### src/rtl/seg_scan_pkg.sv
// Shared definitions for the seven-segment scan driver.
//   SEG_OFF    : all segments dark (active-low).
//   SEG_TABLE  : hex nibble -> active-low segments, bit 0 = a ... bit 6 = g.
//   idx_width  : counter width for a modulus n (never less than 1 bit).
package seg_scan_pkg;

  localparam logic [6:0] SEG_OFF = 7'h7F;

  localparam logic [6:0] SEG_TABLE [16] = '{
    7'b1000000, 7'b1111001, 7'b0100100, 7'b0110000,  // 0 1 2 3
    7'b0011001, 7'b0010010, 7'b0000010, 7'b1111000,  // 4 5 6 7
    7'b0000000, 7'b0010000, 7'b0001000, 7'b0000011,  // 8 9 A b
    7'b1000110, 7'b0100001, 7'b0000110, 7'b0001110   // C d E F
  };

  function automatic int unsigned idx_width(input int unsigned n);
    return (n < 2) ? 1 : $clog2(n);
  endfunction

endpackage

### src/rtl/hex_to_seg.sv
// Combinational hex-to-seven-segment decoder.
//   nibble : hex digit to show.
//   seg    : active-low segment pattern, seg[0]=a ... seg[6]=g.
module hex_to_seg
  import seg_scan_pkg::*;
(
  input  logic [3:0] nibble,
  output logic [6:0] seg
);

  assign seg = SEG_TABLE[nibble];

endmodule

### src/rtl/seg_scan_display.sv
// Time-multiplexed common-anode seven-segment driver with PWM brightness,
// anti-ghosting guard interval and a double-buffered load.
//   clk, rst_l   : clock; asynchronous active-high reset.
//   digits_in    : one hex nibble per digit, digit k at [4k+3:4k].
//   dp_in        : decimal point per digit, 1 = lit.
//   blank_in     : 1 = digit dark.
//   load         : one-cycle strobe capturing the three inputs into the shadow.
//   brightness   : 0 = off, all ones = brightest.
//   pending      : shadow holds data not yet shown.
//   seg, dp, an  : active-low segments, decimal point and anodes (registered).
//   frame_tick   : one-cycle pulse after the last slot of each frame.
module seg_scan_display
  import seg_scan_pkg::*;
#(
  parameter int unsigned NUM_DIGITS = 4,
  parameter int unsigned DIV        = 25000,
  parameter int unsigned BLANK_CYC  = 16,
  parameter int unsigned BRIGHT_W   = 4
) (
  input  logic                    clk,
  input  logic                    rst_l,
  input  logic [4*NUM_DIGITS-1:0] digits_in,
  input  logic [NUM_DIGITS-1:0]   dp_in,
  input  logic [NUM_DIGITS-1:0]   blank_in,
  input  logic                    load,
  input  logic [BRIGHT_W-1:0]     brightness,
  output logic                    pending,
  output logic [6:0]              seg,
  output logic                    dp,
  output logic [NUM_DIGITS-1:0]   an,
  output logic                    frame_tick
);

  localparam int unsigned CW   = idx_width(DIV);
  localparam int unsigned IW   = idx_width(NUM_DIGITS);
  localparam logic [31:0] SPAN = 32'(DIV - BLANK_CYC);

  logic [CW-1:0]           cnt;
  logic [IW-1:0]           idx;
  logic [BRIGHT_W-1:0]     bright_q;

  logic [4*NUM_DIGITS-1:0] act_digits, sh_digits;
  logic [NUM_DIGITS-1:0]   act_dp, act_blank, sh_dp, sh_blank;

  logic                    cnt_wrap, frame_end, slot_on, lit;
  logic [BRIGHT_W-1:0]     bright_eff;
  logic [31:0]             cnt_ext, on_len;
  logic [3:0]              nibble;
  logic [6:0]              dec_seg;
  logic [NUM_DIGITS-1:0]   an_onehot;

  assign cnt_wrap  = (cnt == CW'(DIV - 1));
  assign frame_end = cnt_wrap && (idx == IW'(NUM_DIGITS - 1));

  // The slot that is just starting must already see the freshly sampled
  // brightness, so bypass the register on cnt==0.
  assign bright_eff = (cnt == '0) ? brightness : bright_q;
  assign cnt_ext    = 32'(cnt);
  assign on_len     = (SPAN * 32'(bright_eff)) >> BRIGHT_W;
  assign slot_on    = (cnt_ext >= BLANK_CYC) && ((cnt_ext - BLANK_CYC) < on_len);
  assign lit        = slot_on && !act_blank[idx];
  assign nibble     = act_digits[{idx, 2'b00} +: 4];

  // NOTE: every always_comb output gets a default before any conditional
  // write, otherwise synthesis infers a latch for the unwritten bits.
  always_comb begin
    an_onehot      = '0;
    an_onehot[idx] = 1'b1;
  end

  hex_to_seg u_dec (
    .nibble (nibble),
    .seg    (dec_seg)
  );

  // NOTE: sequential state uses non-blocking assignments so every register
  // samples the pre-edge values; the shadow/active buffers are small
  // registers (not RAM) and are reset so a reset discards stale data.
  always_ff @(posedge clk or posedge rst_l) begin
    if (rst_l) begin
      cnt        <= '0;
      idx        <= '0;
      bright_q   <= '0;
      act_digits <= '0;
      act_dp     <= '0;
      act_blank  <= '1;
      sh_digits  <= '0;
      sh_dp      <= '0;
      sh_blank   <= '0;
      pending    <= 1'b0;
      an         <= '1;
      seg        <= SEG_OFF;
      dp         <= 1'b1;
      frame_tick <= 1'b0;
    end else begin
      cnt <= cnt_wrap ? '0 : cnt + CW'(1);
      if (cnt_wrap) begin
        idx <= (idx == IW'(NUM_DIGITS - 1)) ? '0 : idx + IW'(1);
      end
      if (cnt == '0) begin
        bright_q <= brightness;
      end

      if (lit) begin
        an  <= ~an_onehot;
        seg <= dec_seg;
        dp  <= ~act_dp[idx];
      end else begin
        an  <= '1;
        seg <= SEG_OFF;
        dp  <= 1'b1;
      end
      frame_tick <= frame_end;

      if (load) begin
        sh_digits <= digits_in;
        sh_dp     <= dp_in;
        sh_blank  <= blank_in;
        pending   <= 1'b1;
      end
      // A load landing on the frame-end cycle bypasses the shadow so the
      // newest value is never held back a whole frame.
      if (frame_end) begin
        if (load) begin
          act_digits <= digits_in;
          act_dp     <= dp_in;
          act_blank  <= blank_in;
          pending    <= 1'b0;
        end else if (pending) begin
          act_digits <= sh_digits;
          act_dp     <= sh_dp;
          act_blank  <= sh_blank;
          pending    <= 1'b0;
        end
      end
    end
  end

endmodule

### config.mk
export PLATFORM = sky130hd
export DESIGN_NAME = seg_scan_display
export DESIGN_NICKNAME = d
export VERILOG_FILES = /design/src/rtl/seg_scan_pkg.sv /design/src/rtl/hex_to_seg.sv /design/src/rtl/seg_scan_display.sv
export SDC_FILE = /design/constraint.sdc
export NUM_CORES = 1
export LEC_CHECK = 0
export CAP_MARGIN = 20
export CORE_MARGIN = 2
export CORE_UTILIZATION = 52
export DETAILED_ROUTE_END_ITERATION = 16
export PLACE_DENSITY = 0.75
export SYNTH_ARGS = -nofsm -noshare
export SYNTH_HDL_FRONTEND = slang
export SYNTH_SLANG_ARGS = --single-unit
### constraint.sdc
create_clock -name clk -period 4.6 [get_ports clk]
set_input_delay 1.38 -clock clk [delete_from_list [all_inputs] [get_ports clk]]
set_output_delay 1.38 -clock clk [all_outputs]
set_load 0.05 [all_outputs]
Word-level counts from Yosys, hierarchy flattened
Memories as Yosys holds them, arrays and structs flattened.
Index checks and enable logic that the tools add are counted.
{ "op_classes": {"n_reduce_logical": 8, "n_bitwise": 3, "eq_ne": 2, "div_mod_pow": 0, "multipliers": 1, "add_sub_neg": 3, "n_shift": 1, "n_lt_le_gt_ge": 5, "n_mux": 24} }
{ "op_table": {"columns": ["operator", "n"], "rows": [
  ["< comparator 32 x 15 -> 1 bit", 1],
  ["2-to-1 mux 16 bit", 2],
  ["2-to-1 mux 4 bit", 6],
  ["2-to-1 mux 7 bit", 3],
  ["multiplier 12 x 4 -> 16 bit, first input constant", 1],
  ["indexed part select 16 x 5 -> 4 bit", 1],
  ["subtractor 15 x 5 -> 16 bit, second input constant", 1],
  ["adder 15 x 1 -> 15 bit, second input constant", 1],
  ["equality test 15 bit, second input constant", 1],
  [">= comparator 15 x 5 -> 1 bit, second input constant", 1],
  ["zero test 15 bit", 1],
  ["2-to-1 mux 15 bit", 1],
  ["2-to-1 mux 1 bit", 8],
  [">= comparator 5 bit, second input constant", 1],
  ["inverter 4 -> 5 bit", 1],
  ["binary-select mux 1 bit (select 2 bit)", 2],
  ["logical AND 1 bit", 4],
  ["inverter 4 bit", 1],
  ["< comparator 2 x 3 -> 1 bit, second input constant", 1],
  ["adder 2 x 1 -> 2 bit, second input constant", 1],
  ["demux 1 bit (select 2 bit)", 1],
  ["equality test 2 bit, second input constant", 1],
  [">= comparator 2 x 1 -> 1 bit, second input constant", 1],
  ["2-to-1 mux 2 bit", 1],
  ["4 further kinds", 4]
]} }
{ "word_totals": {"inputBits": 31, "memories": 1, "regBits": 83, "latchBits": 0, "ramBits": 0, "mem_bits_ro": 112} }
{ "memory_table": {"columns": ["name", "words", "word_bits", "read_ports", "rd_ports_with_merged_regs", "wr", "line_no", "text"], "rows": [
  ["(name not given)", 16, 7, 1, 0, 0, "hex_to_seg.sv:11", "assign seg = SEG_TABLE[nibble];"]
]} }

Logic depth before layout (Yosys ltp)
{ "depth": {"word_depth": 7, "depth_mapped": 22, "mapped_depth_nobuf": 20} }

Hierarchy
From an unflattened synthesis, not the netlist that was laid out.
{ "unflattened": {"hier_cells": 412, "hier_area_um2": 4773.3} }
{ "modules_own_cells": {"columns": ["mod", "area_per_inst_um2", "seq_area_each_um2", "cells_per_inst", "n_inst"], "rows": [
  ["seg_scan_display", 4525.6, 2097.0, 377, 1],
  ["hex_to_seg", 247.7, 0.0, 35, 1]
]} }

Worst setup path after synthesis
No wires, ideal clock.
{ "synth_path": {"path_type": "input to register", "start": "input port brightness[3]", "end": "register seg[3]", "setup_time_ns": 0.106, "t_required_ns": 4.494, "setup_slack_ns": -0.068, "n_path_buf": 1, "arrival_ns": 4.561, "cell_stages": 15, "path_cell_list": "mux2_2 -> ha_1 -> ha_1 -> or2_2 -> ha_1 -> a21o_1 -> a31oi_1 -> xor2_1 -> ha_1 -> and3_1 -> a221oi_1 -> o31ai_1 -> a21oi_1 -> clkbuf_1 -> o2111ai_1"} }
{ "synth_via": {"elab_chain_len": 6} }
{ "synth_rtl": {"columns": ["element", "line_no", "text"], "rows": [
  ["start, declared", "seg_scan_display.sv:26", "input logic [BRIGHT_W-1:0] brightness,"],
  ["2-to-1 mux 4 bit", null, null],
  ["multiplier 12 x 4 -> 16 bit", "seg_scan_display.sv:59", "assign on_len = (SPAN * 32'(bright_eff)) >> BRIGHT_W;"],
  ["< comparator 32 x 15 -> 1 bit", "seg_scan_display.sv:60", "assign slot_on = (cnt_ext >= BLANK_CYC) && ((cnt_ext - BLANK_CYC) < on_len);"],
  ["logical AND 1 bit", "seg_scan_display.sv:60", null],
  ["logical AND 1 bit", "seg_scan_display.sv:61", "assign lit = slot_on && !act_blank[idx];"],
  ["2-to-1 mux 7 bit", "seg_scan_display.sv:104", "if (lit) begin"],
  ["end signal, assigned", "seg_scan_display.sv:106", "seg <= dec_seg;"],
  ["end, declared", "seg_scan_display.sv:28", "output logic [6:0] seg,"]
]} }
No other way between the ends.
A chain may end at the register's enable or synchronous reset.

Final worst setup path
{ "layout_path": {"start": "input port brightness[0]", "end": "register seg[5]"} }
{ "layout_via": {"elab_chain_len": 6} }
{ "layout_rtl": {"columns": ["element", "line_no", "text"], "rows": [
  ["2-to-1 mux 4 bit", null, null],
  ["named net bright_eff[0]", "seg_scan_display.sv:46", "logic [BRIGHT_W-1:0] bright_eff;"],
  ["multiplier 12 x 4 -> 16 bit", "seg_scan_display.sv:59", null],
  ["< comparator 32 x 15 -> 1 bit", "seg_scan_display.sv:60", null],
  ["logical AND 1 bit", "seg_scan_display.sv:60", null],
  ["logical AND 1 bit", "seg_scan_display.sv:61", null],
  ["2-to-1 mux 7 bit", "seg_scan_display.sv:104", null]
]} }
The timed path passes the listed nets, and every way through them passes these cells.

==> flow_metrics.py <==
metrics = {
    "outcome": {
        "status": "finished clean",
    },
    "global_routing": {
        "grt_overflow": 0,
        "grt_pass1_wl_um": 15700,
        "grt_usage_pct": 20.2,
        "grt_start_max_net_pins": 40,
        "grt_pass1_vias": 3374,
        "grt_antenna_before_repair": 0,
    },
    "floorplan": {
        "start_util_pct": 53.5,
        "die_h_um": 98.5,
        "rows": 34,
        "fp.dieArea_um2": 9690,
        "io_pins": 45,
        "core_area_um2": 8680,
        "die_w_um": 98.5,
    },
    "yosys": {
        "yosysWarnings": 0,
        "synth_edf_count": 0,
        "netlist_area_um2": 4640,
        "post-synth-top-count-cell": "dfrtp_1",
        "yosys.area.top_type_share_pct": 36.1,
        "syn-num-nets": 471,
        "synth_top_cell_by_area": "dfrtp_1",
        "synth_flop_cell": "dfrtp_1",
        "yosys-top-cells-count": "67 x dfrtp_1, 42 x ha_1, 31 x mux2_2",
        "synth-seq-area-share_pct": 45.2,
        "ys_types": 48,
        "syn_inst": 398,
        "synthArstFlopShare_pct": 100,
        "synth_area_per_cell_um2": 11.7,
        "synth_area_leaders": "dfrtp_1 36%, ha_1 11%, dfstp_2 9.1%, mux2_2 7.5%, mux2_1 4.9%",
        "synth_seq_cells": 83,
    },
    "setup_path": {
        "path_class": "in2reg",
        "cp-endpoint": "seg[5]",
        "cp.required_ns": 4.88,
        "reg2reg_to": "seg[5]",
        "endpoint_kind": "register",
        "startpoint": "brightness[0]",
        "reg2regPathDepth": 21,
        "ff2ff_setup_slack_ns": 0.25,
        "startpoint_type": "input pin",
        "rr_startpoint": "cnt[12]",
        "worstPathMaxFanout": 6,
        "arrival_ns": 4.76,
    },
    "pwr": {
        "switchingPower_mw": 0.413,
        "cellLeakagePower_nw": 2.69,
        "powerDensity_nw_per_um2": 260,
        "peakVddDrop_mv": 0.193,
        "internal-power_mw": 1.07,
        "pwr-share-clk_pct": 35.7,
        "p_sw_share_pct": 27.8,
        "comb_power_share_pct": 13.2,
        "power_frac_seq_pct": 51.1,
    },
    "timing": {
        "fin_worst_skew_ns": 0.0136,
        "fin_crit_sh_pct": 97.3,
        "finalHoldViolations": 0,
        "slew_violations": 0,
        "tightest_slew_ns": 0.771,
        "slew_headroom_pct": 48.4,
        "finalSetupViolations": 0,
        "fin_crit_ns": 4.48,
        "max_freq_mhz": 223,
    },
    "route": {
        "via_per_inst": 5.51,
        "wl_per_cell_um": 16.1,
        "routed_wl_um": 9480,
        "vias": 3251,
        "ant_nets": 0,
        "firstDrtPassIters": 4,
        "first_iter_violations": 106,
        "drc_errors": 0,
    },
    "cells_and_area": {
        "fillers": 709,
        "antennaDiodeCount": 0,
        "fin_area_um2": 5720,
        "area_growth_pct": 23.3,
        "post-route-util_pct": 65.9,
        "layout-drive-gt1-share_pct": 27.0,
        "layout.nets": 550,
    },
    "clocking": {
        "cts_tree": "done",
        "clock-sinks": 83,
        "hold_buffers": 0,
        "cts_root_buf": "clkbuf_8",
        "clk_pin_slew_ns": 0.10,
        "clock_latency_ns": 0.36,
        "numCtsBuffers": 9,
        "cts_buffer_depth": 2,
        "cts_max_level": 3,
    },
    "placed_design": {
        "hpwl_um": 6790,
        "portBuffers": 44,
        "globalplace.congestion": 0.884,
        "dpl_cell_area_um2": 5390,
    },
    "min_path": {
        "whs_path_depth": 1,
        "hold_class": "reg2reg",
    },
    "job": {
        "max_cap_violations": 0,
    },
}
## final cells by class
cell class                      count  area (um^2)  share of cell area (%)
Multi-Input combinational cell    276         2440                    42.7
Sequential cell                    83         2100                    36.7
Timing Repair Buffer               87          768                    13.4
Tap cell                          108          135                    2.36
Clock buffer                        9          124                    2.17
Clock inverter                      7         78.8                    1.38
Inverter                           20         76.3                    1.33
## metal layers
metal	GRT usage, %	wire (um)
met5	0	0
met4	6.53	119
met3	3.97	403
met2	34.3	4840
met1	26.3	4120
## state kept, by name (all words and copies together), names as in the netlist, 2 cells and up
signal	cells
cnt	15
seg	7
bright_q	4
an	4
idx	2
act_blank	4
sh_dp	4
act_dp	4
sh_blank	4
sh_digits	16
act_digits	16
## worst max-delay path, cell delays in order
cell             delay (ns)
clkdlybuf4s50_1        0.45
mux2_4                 0.30
ha_1                   0.20
or2_2                  0.32
ha_4                   0.22
a21o_1                 0.17
buf_4                  0.14
nand2_1                0.08
nand2_2                0.07
a31oi_1                0.16
xor2_1                 0.16
ha_1                   0.26
a21oi_2                0.12
nor2b_1                0.06
nor4_2                 0.26
buf_4                  0.17
buf_6                  0.12
o2111ai_2              0.11
## cells in the final DEF (no fill, tap or decap), types with 4 or more instances in the layout
| cell type | count |
|---|---|
| a21o_1 | 4 |
| mux2_1 | 20 |
| dfstp_2 | 16 |
| a21oi_1 | 6 |
| nor2_1 | 22 |
| xnor2_1 | 14 |
| mux4_2 | 6 |
| nand4_1 | 6 |
| a31oi_1 | 5 |
| o21ai_0 | 6 |
| xor2_1 | 17 |
| dfrtp_1 | 67 |
| inv_1 | 19 |
| o2111ai_1 | 4 |
| ha_1 | 40 |
| nand2_1 | 21 |
| clkbuf_8 | 9 |
| buf_4 | 41 |
| nand2b_1 | 5 |
| clkdlybuf4s50_1 | 42 |
| mux2i_1 | 4 |
| mux2_2 | 30 |
| nand3_1 | 19 |
## metrics by stage
stage               hold WS, ns  total power [mW]  TNS, ns  setup WS, ns  cells
floorplan                 0.452             0.884        0        0.0328    398
global placement          0.465             0.952    -4.37        -0.392    566
detailed placement        0.475             0.959    -5.26        -0.486    566
CTS                       0.497              1.50        0        0.0353    585
global route              0.513              1.55   -0.171       -0.0464    590
finish                    0.494              1.49        0         0.123    590
## timing repair
item,4_1_cts,5_1_grt
pin swaps,4,9
setup buffers,2,4
setup endpoints to repair,12,12
cloned,1,1
resized for setup,6,16
## kinds of logic (layout without fill, tap and decap cells)
logic type	Yosys count	count (layout)	share of synthesized area, %
fa+ha+maj	42	42	11.3
buf+inv	39	123	3.78
compound gates	38	38	5.50
simple gates	103	103	12.0
xor+xnor	31	31	5.85
mux	62	62	16.4
flops	83	83	45.2
## power by group through the flow
stage	clock network, mW	registers (mW)	logic (mW)
5_1_grt	0.571	0.762	0.220
2_1_floorplan	0	0.774	0.110
4_1_cts	0.544	0.760	0.193
3_3_place_gp	0	0.773	0.179
3_5_place_dp	0	0.774	0.185
6_report	0.530	0.760	0.196
## worst min path at each step
stage                         from        endpoint  slack [ns]
finish               act_digits[1]   act_digits[1]        0.49
floorplan           act_digits[10]  act_digits[10]        0.45
detailed placement   act_digits[1]   act_digits[1]        0.48
global placement    act_digits[11]  act_digits[11]        0.46
CTS                  act_digits[1]   act_digits[1]        0.50
global route        act_digits[14]  act_digits[14]        0.51
Power figures use the tool's default switching activity.
